File: config.mk
export PLATFORM = sky130hd
export DESIGN_NAME = ram_stream_reader
export DESIGN_NICKNAME = d
export VERILOG_FILES = /design/src/rtl/ram_stream_reader_pkg.sv /design/src/rtl/ram_stream_reader_fifo2.sv /design/src/rtl/ram_stream_reader.sv
export SDC_FILE = /design/constraint.sdc
export NUM_CORES = 1
export LEC_CHECK = 0
export BUFFER_PORTS_ARGS = -buffer_cell sky130_fd_sc_hd__buf_2
export CAP_MARGIN = 20
export CORE_UTILIZATION = 59
export DETAILED_ROUTE_END_ITERATION = 7
export PLACE_DENSITY = 0.83
export SLEW_MARGIN = 40
export SYNTH_ARGS = -nofsm -noshare
export SYNTH_HDL_FRONTEND = slang
export SYNTH_SLANG_ARGS = --single-unit
File: constraint.sdc
create_clock -name clock -period 7.5 [get_ports clock]
set_input_delay 0.75 -clock clock [delete_from_list [all_inputs] [get_ports clock]]
set_output_delay 0.75 -clock clock [all_outputs]
set_load 0.01 [all_outputs]
File: src/rtl/ram_stream_reader_pkg.sv
// Shared types for the RAM stream reader: controller states and the
// read-slot occupancy helper used by the issue rule.
package ram_stream_reader_pkg;

    typedef enum logic [1:0] {
        ST_IDLE,
        ST_RUN,
        ST_DRAIN,
        ST_DONE
    } state_t;

    function automatic logic [2:0] occupancy(input logic [1:0] count,
                                             input logic       inflight,
                                             input logic       pop);
        return 3'(count) + 3'(inflight) - 3'(pop);
    endfunction

endpackage

File: src/rtl/ram_stream_reader_fifo2.sv
// Two-entry register FIFO; the head comes straight from storage registers so
// the stream outputs never depend combinationally on the consumer's ready.
module ram_stream_reader_fifo2 #(
    parameter int WIDTH = 33
) (
    input  logic             clock,
    input  logic             reset,
    input  logic             push,
    input  logic [WIDTH-1:0] push_data,
    input  logic             pop,
    output logic [WIDTH-1:0] head,
    output logic [1:0]       count,
    output logic             empty
);

    logic [WIDTH-1:0] mem [2];
    logic             rd_ptr;
    logic             wr_ptr;
    logic             do_push;
    logic             do_pop;

    assign do_pop  = pop && (count != 2'd0);
    assign do_push = push && ((count != 2'd2) || do_pop);

    always_ff @(posedge clock) begin
        if (reset) begin
            mem[0] <= '0;
            mem[1] <= '0;
            rd_ptr <= 1'b0;
            wr_ptr <= 1'b0;
            count  <= '0;
        end else begin
            if (do_push) begin
                mem[wr_ptr] <= push_data;
                wr_ptr      <= ~wr_ptr;
            end
            if (do_pop) begin
                rd_ptr <= ~rd_ptr;
            end
            count <= count + 2'(do_push) - 2'(do_pop);
        end
    end

    assign head  = mem[rd_ptr];
    assign empty = (count == 2'd0);

endmodule

File: src/rtl/ram_stream_reader.sv
// Sequential block-RAM reader: issues raddr for base..base+length-1, absorbs
// the RAM's one-cycle read latency and streams words out over valid/ready.
module ram_stream_reader
    import ram_stream_reader_pkg::*;
#(
    parameter int ADDR_WIDTH = 12,
    parameter int DATA_WIDTH = 32,
    parameter int LEN_WIDTH  = ADDR_WIDTH + 1
) (
    input  logic                  clock,
    input  logic                  reset,
    input  logic                  start,
    input  logic [ADDR_WIDTH-1:0] base_addr,
    input  logic [LEN_WIDTH-1:0]  length,
    output logic                  busy,
    output logic                  done,
    output logic [ADDR_WIDTH-1:0] raddr,
    input  logic [DATA_WIDTH-1:0] rdata,
    output logic                  m_valid,
    input  logic                  m_ready,
    output logic [DATA_WIDTH-1:0] m_data,
    output logic                  m_last
);

    state_t                state;
    state_t                state_next;
    logic [LEN_WIDTH-1:0]  remaining;
    logic                  inflight;
    logic                  inflight_last;
    logic [1:0]            fifo_count;
    logic                  fifo_empty;
    logic [DATA_WIDTH:0]   fifo_head;
    logic                  pop;
    logic                  issue;
    logic                  last_issue;

    assign pop        = m_valid && m_ready;
    assign issue      = (state == ST_RUN) && (remaining != '0) &&
                        (occupancy(fifo_count, inflight, pop) < 3'd2);
    assign last_issue = issue && (remaining == LEN_WIDTH'(1));

    always_ff @(posedge clock) begin
        if (reset) begin
            state <= ST_IDLE;
        end else begin
            state <= state_next;
        end
    end

    // A zero-length transfer still passes through RUN so that busy is seen
    // for one cycle and done lands two cycles after start.
    always_comb begin
        state_next = state;
        case (state)
            ST_IDLE:  if (start) state_next = ST_RUN;
            ST_RUN: begin
                if (remaining == '0) begin
                    state_next = ST_DONE;
                end else if (last_issue) begin
                    state_next = ST_DRAIN;
                end
            end
            ST_DRAIN: if (pop && m_last) state_next = ST_DONE;
            ST_DONE:  state_next = ST_IDLE;
            default:  state_next = ST_IDLE;
        endcase
    end

    always_comb begin
        busy = (state == ST_RUN) || (state == ST_DRAIN);
        done = (state == ST_DONE);
    end

    always_ff @(posedge clock) begin
        if (reset) begin
            raddr         <= '0;
            remaining     <= '0;
            inflight      <= 1'b0;
            inflight_last <= 1'b0;
        end else begin
            if ((state == ST_IDLE) && start) begin
                raddr     <= base_addr;
                remaining <= length;
            end else if (issue) begin
                raddr     <= raddr + 1'b1;
                remaining <= remaining - 1'b1;
            end
            inflight      <= issue;
            inflight_last <= last_issue;
        end
    end

    ram_stream_reader_fifo2 #(
        .WIDTH(DATA_WIDTH + 1)
    ) u_fifo (
        .clock     (clock),
        .reset     (reset),
        .push      (inflight),
        .push_data ({inflight_last, rdata}),
        .pop       (pop),
        .head      (fifo_head),
        .count     (fifo_count),
        .empty     (fifo_empty)
    );

    assign m_valid = !fifo_empty;
    assign m_data  = fifo_head[DATA_WIDTH-1:0];
    assign m_last  = fifo_head[DATA_WIDTH];

endmodule

==> results.md, run 1 <==
* RSZ-0062 raised after global routing: false
* Drt first-iter violations at 186
* Starting Density at 60.9%
* Crit path largest cell delay at 690 ps
* Slew headroom at 49.4%
* Gr ovfl total at 0
* Clock Latency Late Sink at 370 ps
* Most frequent cells in the layout: buf_2 (108), and2_1 (69), edfxtp_1 (66), mux2_2 (34), dfxtp_1 (34)
* Multi-input gate area at 2200 µm²
* Hold Startpoint: u_fifo.rd_ptr
* Area Growth Syn to Fin at 17.0%
* Synth Flop Type: edfxtp_1
* R2R Path Start: u_fifo.count[1]
* R2R Path End: remaining[8]
* M1 GR Usage at 33.9%
* Clock slew at reported path FFs at 100 ps
* Syn_nets at 521
* GR Util met2 at 44.6%
* Die area at 8850 µm²
* Length of the first detailed-routing pass in iterations at 4
* Cell count after synthesis at 447
* Final Critical Period at 3540 ps
* Total setup buffers inserted after CTS at 0
* Rows at 33
* Die H at 94.1 µm
* Asr flop ratio synth at 0%
* TNS Setup at 0 ps
* Largest net degree at the start of global routing at 46
* Switch share at 38.3%
* CTS tree: built
* Post-synth EDFFs at 66
* Hold Worst Slack at 541 ps
* Bufs on Longest Clock Path at 2
* First-pass GRT wire length at 17,600 µm
* Final HPWL DP at 7630 µm
* Grt met3 use at 4.21%
* GPL Wtd Cong at 0.857
* Post-synthesis register bit count at 100
* Worst-case vdd ir drop at 0.181 mV
* Fillers at 586
* Post-Syn Area at 5000 µm²
* Skew final at 11.5 ps
* Die Wd at 94.1 µm
* Average size of a mapped cell at 11.2 µm²
* Leak pwr at 0.00239 µW
* Clk pwr share at 18.1%
* Vias in the first global route at 3,613
* CP Launch Type: flop
* Total track usage at 26.0%
* Most common cell on crit path: inv_1
* Post-layout util at 71.2%
* Power density cells at 327 nW/µm²
* Seq/Total Area, Yosys at 53.2%
* Slew Limit Fails at 0
* Slew @ Worst Pin at 759 ps
* Antenna Cells at 0
* Number of remaining DRC errors at 0
* FF/Latch Area at 2660 µm²
* Number of max-cap violations at 0
* CP max stage cell: or4b_1
* Arrival time worst endpoint at 3840 ps
* Run status: completed
* Final setup vio count at 0
* Cell Chain, Critical Path: or2_2 > nand2_1 > inv_1 > ha_1 > inv_1 > nand2_1 > fa_1 > inv_1 > or4b_1 > or4_2 > a31oi_1
* Int Pwr at 1180 µW
* Reg power frac at 41.7%
* Cells on Worst Hold Path at 2
* Avg WL per Cell at 16.9 µm
* Clock buffer count from CTS at 9
* Hold EP: u_fifo.rd_ptr
* Pwr Total at 1920 µW
* Pre-CTS WS at 3780 ps
* H-Tree Depth at 3
* IO Count at 109
* Crit path required time at 7800 ps
* Combinational share of power at 40.1%
* Clock Tree Root: clkbuf_8
* Via count at 3,872
* Nets@finish at 618
* Fmax at 283 MHz
* Detail Route Antenna Nets at 0
* Worst r2r path cells at 11
* Part of the cycle the worst path needs at 47.2%
* WL final at 11,100 µm
* Commonest non-fill, non-tap cell in the layout: buf_2
* R2R setup slack at 3960 ps
* Ys Warns at 0
* Hold Buf Count CTS at 0
* IO Port Bufs at 108
* CP Capture Type: flop
* Share of layout cells above drive strength 1 at 32.4%
* Critical path class: reg -> reg
* CP Launch Point: u_fifo.count[1]
* Post-synthesis cell type count at 49
* Core Area at 8220 µm²
* Via/cell ratio at 5.92
* Final worst-path setup slack at 3960 ps
* Final Hold Vio Count at 0
* Switching pwr at 733 µW
* Most used routing layer in global routing: met2
* Resize count post-CTS at 0
* Clock tree sinks at 100
* Worst min-delay path class: reg -> reg
* Maximum fanout along the worst path at 10
* Initial antenna violation count at 0
## layout make-up
cell class | count | area share (%)
Clock buffer | 11 | 2.25
Clock inverter | 5 | 1.05
Inverter | 13 | 0.855
Multi-Input combinational cell | 306 | 37.6
Sequential cell | 100 | 45.5
Tap cell | 105 | 2.25
Timing Repair Buffer | 114 | 10.5
## cell usage after synthesis (4+ instances only)
| cell | count | area, µm² |
|---|---|---|
| o21ai_0 | 30 | 150 |
| nand3_1 | 17 | 85.1 |
| nor4_1 | 4 | 25.0 |
| and4_1 | 4 | 35.0 |
| inv_1 | 12 | 45.0 |
| a31oi_1 | 17 | 106 |
| edfxtp_1 | 66 | 1980 |
| o31ai_1 | 9 | 67.6 |
| buf_2 | 5 | 25.0 |
| mux2_2 | 34 | 383 |
| nand4_1 | 10 | 62.6 |
| a211oi_1 | 4 | 30.0 |
| nor3_1 | 9 | 45.0 |
| a21oi_1 | 4 | 20.0 |
| dfxtp_1 | 34 | 681 |
| and2_1 | 69 | 432 |
| or3_1 | 6 | 37.5 |
| nor2_1 | 8 | 30.0 |
| clkbuf_1 | 21 | 78.8 |
| nand2_1 | 14 | 52.6 |
| and3_1 | 6 | 37.5 |
| or4_1 | 12 | 90.1 |
| ha_1 | 12 | 150 |
## metal layers
| metal | vias to the layer above | share of wire, % |
|---|---|---|
| li1 | 1858 | - |
| met1 | 1848 | 41 |
| met2 | 153 | 52 |
| met3 | 13 | 5.7 |
| met4 | 0 | 1.2 |
| met5 | - | 0 |
## metrics by stage
step,std cells,cell area [µm²]
2_1_floorplan,447,5000
3_3_place_gp,636,5610
3_5_place_dp,638,5660
4_1_cts,654,5850
5_1_grt,654,5850
6_report,654,5850
## registers in the layout, summed over array words and instances, names as in the netlist, named ones only
signal,flops
raddr,12
u_fifo.count,2
u_fifo.mem,66
inflight_last,1
u_fifo.rd_ptr,1
u_fifo.wr_ptr,1
state,2
inflight,1
remaining,13
## cell families (layout without fill, tap and decap cells)
family | after synthesis | in the layout | synth area share [%]
and+or+nand+nor | 178 | 178 | 21.8
xor gates and xnor gates | 5 | 5 | 0.876
buffers and inverters | 41 | 143 | 3.35
muxes | 35 | 35 | 7.85
AOI/OAI and AO/OA | 75 | 75 | 9.48
adders and majority gates | 13 | 13 | 3.40
DFF | 100 | 100 | 53.2
## power groups by stage
| stage | Clock (µW) | Combinational [µW] | Sequential [µW] |
|---|---|---|---|
| CTS | 352 | 771 | 798 |
| floorplan | 0 | 539 | 794 |
| finish | 348 | 769 | 800 |
| global placement | 0 | 726 | 800 |
| detailed placement | 0 | 764 | 810 |
| global route | 370 | 851 | 814 |
## worst max-delay path: cells and delay by family (launching register included)
family | cells | cell delay, ps
adder cells (fa/ha/maj) | 2 | 930
AND/OR/NAND/NOR | 5 | 1770
buffers and inverters | 3 | 230
flip-flops | 1 | 380
AO/OA/AOI/OAI | 1 | 160
## how the worst max path moves through the flow
stage               slack (ps)          endpoint  depth (start not counted)
global placement          3910      remaining[8]                         11
CTS                       3940      remaining[8]                         11
floorplan                 3790  u_fifo.mem[0][0]                          2
detailed placement        3780      remaining[8]                         11
finish                    3960      remaining[8]                         11
global route              3830      remaining[8]                         11
Note: power is estimated with default switching activity, not from simulation.
==> run 2: changes to the inputs <==
--- a/config.mk
+++ b/config.mk
@@ -7,9 +7,9 @@
 export LEC_CHECK = 0
 export BUFFER_PORTS_ARGS = -buffer_cell sky130_fd_sc_hd__buf_2
 export CAP_MARGIN = 20
-export CORE_UTILIZATION = 59
+export CORE_UTILIZATION = 55
 export DETAILED_ROUTE_END_ITERATION = 7
-export PLACE_DENSITY = 0.83
+export PLACE_DENSITY = 0.78
 export SLEW_MARGIN = 40
 export SYNTH_ARGS = -nofsm -noshare
 export SYNTH_HDL_FRONTEND = slang
==> constraint.sdc (replaced) <==
create_clock -name clock -period 3.6 [get_ports clock]
set_input_delay 0.36 -clock clock [delete_from_list [all_inputs] [get_ports clock]]
set_output_delay 0.36 -clock clock [all_outputs]
set_load 0.01 [all_outputs]
==> run 2 against run 1 <==
  * Flip-flop and latch count stayed put
  * Clock skew is 0.65 ps lower
  * Critical path type unchanged
  * Setup slack worse by 3700 ps
  * Register-to-register slack worse by 3700 ps
  * Global-route usage fell by 2.8 points
  * Sequential power increased by 110%
  * Combinational power is 110% higher
  * Wire length is 2.7% lower
  * Via count increased by 0.28%
==> results.md, run 2 (synthesis gave the netlist of run 1 again) <==
* Run status: completed
* Leak pwr at 0.00238 µW
* Worst min-delay path class: in -> reg
* Final non-filler cell total at 661
* Total track usage at 23.1%
* Commonest non-fill, non-tap cell in the layout: buf_2
* IO Port Bufs at 108
* Clk pwr share at 16.9%
* Die area at 9480 µm²
* Number of max-cap violations at 0
* Max reg flops at 66
* Clock tree sinks at 100
* Hold Worst Slack at 253 ps
* Arrival time worst endpoint at 3650 ps
* Bufs on Longest Clock Path at 2
* RSZ-0062 raised after global routing: false
* Fillers at 693
* Crit path required time at 3880 ps
* Rows at 34
* Reg power frac at 42.0%
* Most frequent cells in the layout: buf_2 (108), and2_1 (69), edfxtp_1 (66), mux2_2 (34), dfxtp_1 (34)
* TNS Setup at 0 ps
* Switch share at 38.9%
* CP Capture Type: flop
* Most used routing layer in global routing: met2
* Clock Latency Late Sink at 350 ps
* Final setup vio count at 0
* Avg WL per Cell at 16.3 µm
* Switching pwr at 1540 µW
* M1 GR Usage at 28.2%
* Fmax at 297 MHz
* GR Util met2 at 40.7%
* Clock buffer count from CTS at 9
* Slew Limit Fails at 0
* Final Hold Vio Count at 0
* Initial antenna violation count at 0
* H-Tree Depth at 3
* Combinational share of power at 41.2%
* Slew headroom at 50.3%
* DP Cell Count at 645
* Die H at 97.4 µm
* Pre-CTS WS at 261 ps
* Clock Tree Root: clkbuf_8
* Final Critical Period at 3370 ps
* GPL Wtd Cong at 0.833
* WL final at 10,800 µm
* Int Pwr at 2420 µW
* Grt met3 use at 3.60%
* Resize count post-CTS at 0
* Hold Buf Count CTS at 0
* Core Area at 8760 µm²
* Starting Density at 57.1%
* Number of remaining DRC errors at 0
* Gr ovfl total at 0
* Drt first-iter violations at 141
* Via/cell ratio at 5.87
* CP Launch Type: flop
* Slew @ Worst Pin at 745 ps
* Total setup buffers inserted after CTS at 0
* Detail Route Antenna Nets at 0
* Critical path class: reg -> reg
* Maximum fanout along the worst path at 10
* Nets@finish at 622
* Worst-case vdd ir drop at 0.358 mV
* Biggest register: u_fifo.mem
* Post-layout util at 66.8%
* Clock slew at reported path FFs at 100 ps
* Via count at 3,883
* Part of the cycle the worst path needs at 93.6%
* Final worst-path setup slack at 230 ps
* IO Count at 109
* Vias in the first global route at 3,751
* CTS tree: built
* Antenna Cells at 0
* Area Growth Syn to Fin at 17.1%
* First-pass GRT wire length at 17,600 µm
* Final HPWL DP at 7510 µm
* Largest regs: u_fifo.mem x66, remaining x13, raddr x12
* Power density cells at 677 nW/µm²
* Skew final at 10.9 ps
* Largest net degree at the start of global routing at 37
* Die Wd at 97.4 µm
* Share of layout cells above drive strength 1 at 32.9%
* Length of the first detailed-routing pass in iterations at 4
-- run 2: cell types whose count changed in the layout (fill, tap and decap cells not counted), sizes merged --
cell / previous run / this run
clkinv: 3 / 2
clkinvlp: 0 / 2
buf: 114 / 118
inv: 14 / 15
clkbuf: 11 / 10
bufinv: 1 / 0
-- run 2: per-layer routing --
layer,share of wire (%),routed length [µm]
met1,42,4550
met2,50,5420
met3,5.7,618
met4,1.7,187
met5,0,0
-- run 2: critical path, cell delays in order, from the launching register on --
cell	delay [ps]
dfxtp_1	380
or2_2	320
nand2_1	110
inv_1	50
ha_1	260
inv_1	70
nand2_1	60
fa_1	510
inv_1	60
or4b_1	690
or4_2	590
a31oi_1	180
-- run 2: cell type report --
class	count	area [µm²]	share of cell area, %
Clock inverter	6	55.1	0.940
Timing Repair Buffer	118	627	10.7
Sequential cell	100	2660	45.5
Inverter	13	48.8	0.833
Tap cell	108	135	2.31
Clock buffer	10	128	2.18
Multi-Input combinational cell	306	2200	37.6
-- run 2: through the flow --
| stage | total power, µW | instance area, µm² |
|---|---|---|
| 2_1_floorplan | 2780 | 5000 |
| 3_3_place_gp | 3220 | 5640 |
| 3_5_place_dp | 3310 | 5670 |
| 4_1_cts | 3980 | 5850 |
| 5_1_grt | 4220 | 5860 |
| 6_report | 3960 | 5860 |
-- run 2: path summary, 6_finish.rpt --
kind                    from       endpoint  slack (ps)  depth (start not counted)
min                length[9]   remaining[9]         250                          3
min reg2reg    remaining[11]  remaining[11]         520                          2
max reg2reg  u_fifo.count[1]   remaining[8]         230                         11
max          u_fifo.count[1]   remaining[8]         230                         11
-- run 2: power by group through the flow --
stage	registers (µW)	logic, µW	clock network [µW]
2_1_floorplan	1660	1120	0
3_3_place_gp	1670	1560	0
3_5_place_dp	1680	1630	0
4_1_cts	1660	1640	683
5_1_grt	1690	1800	725
6_report	1660	1630	668
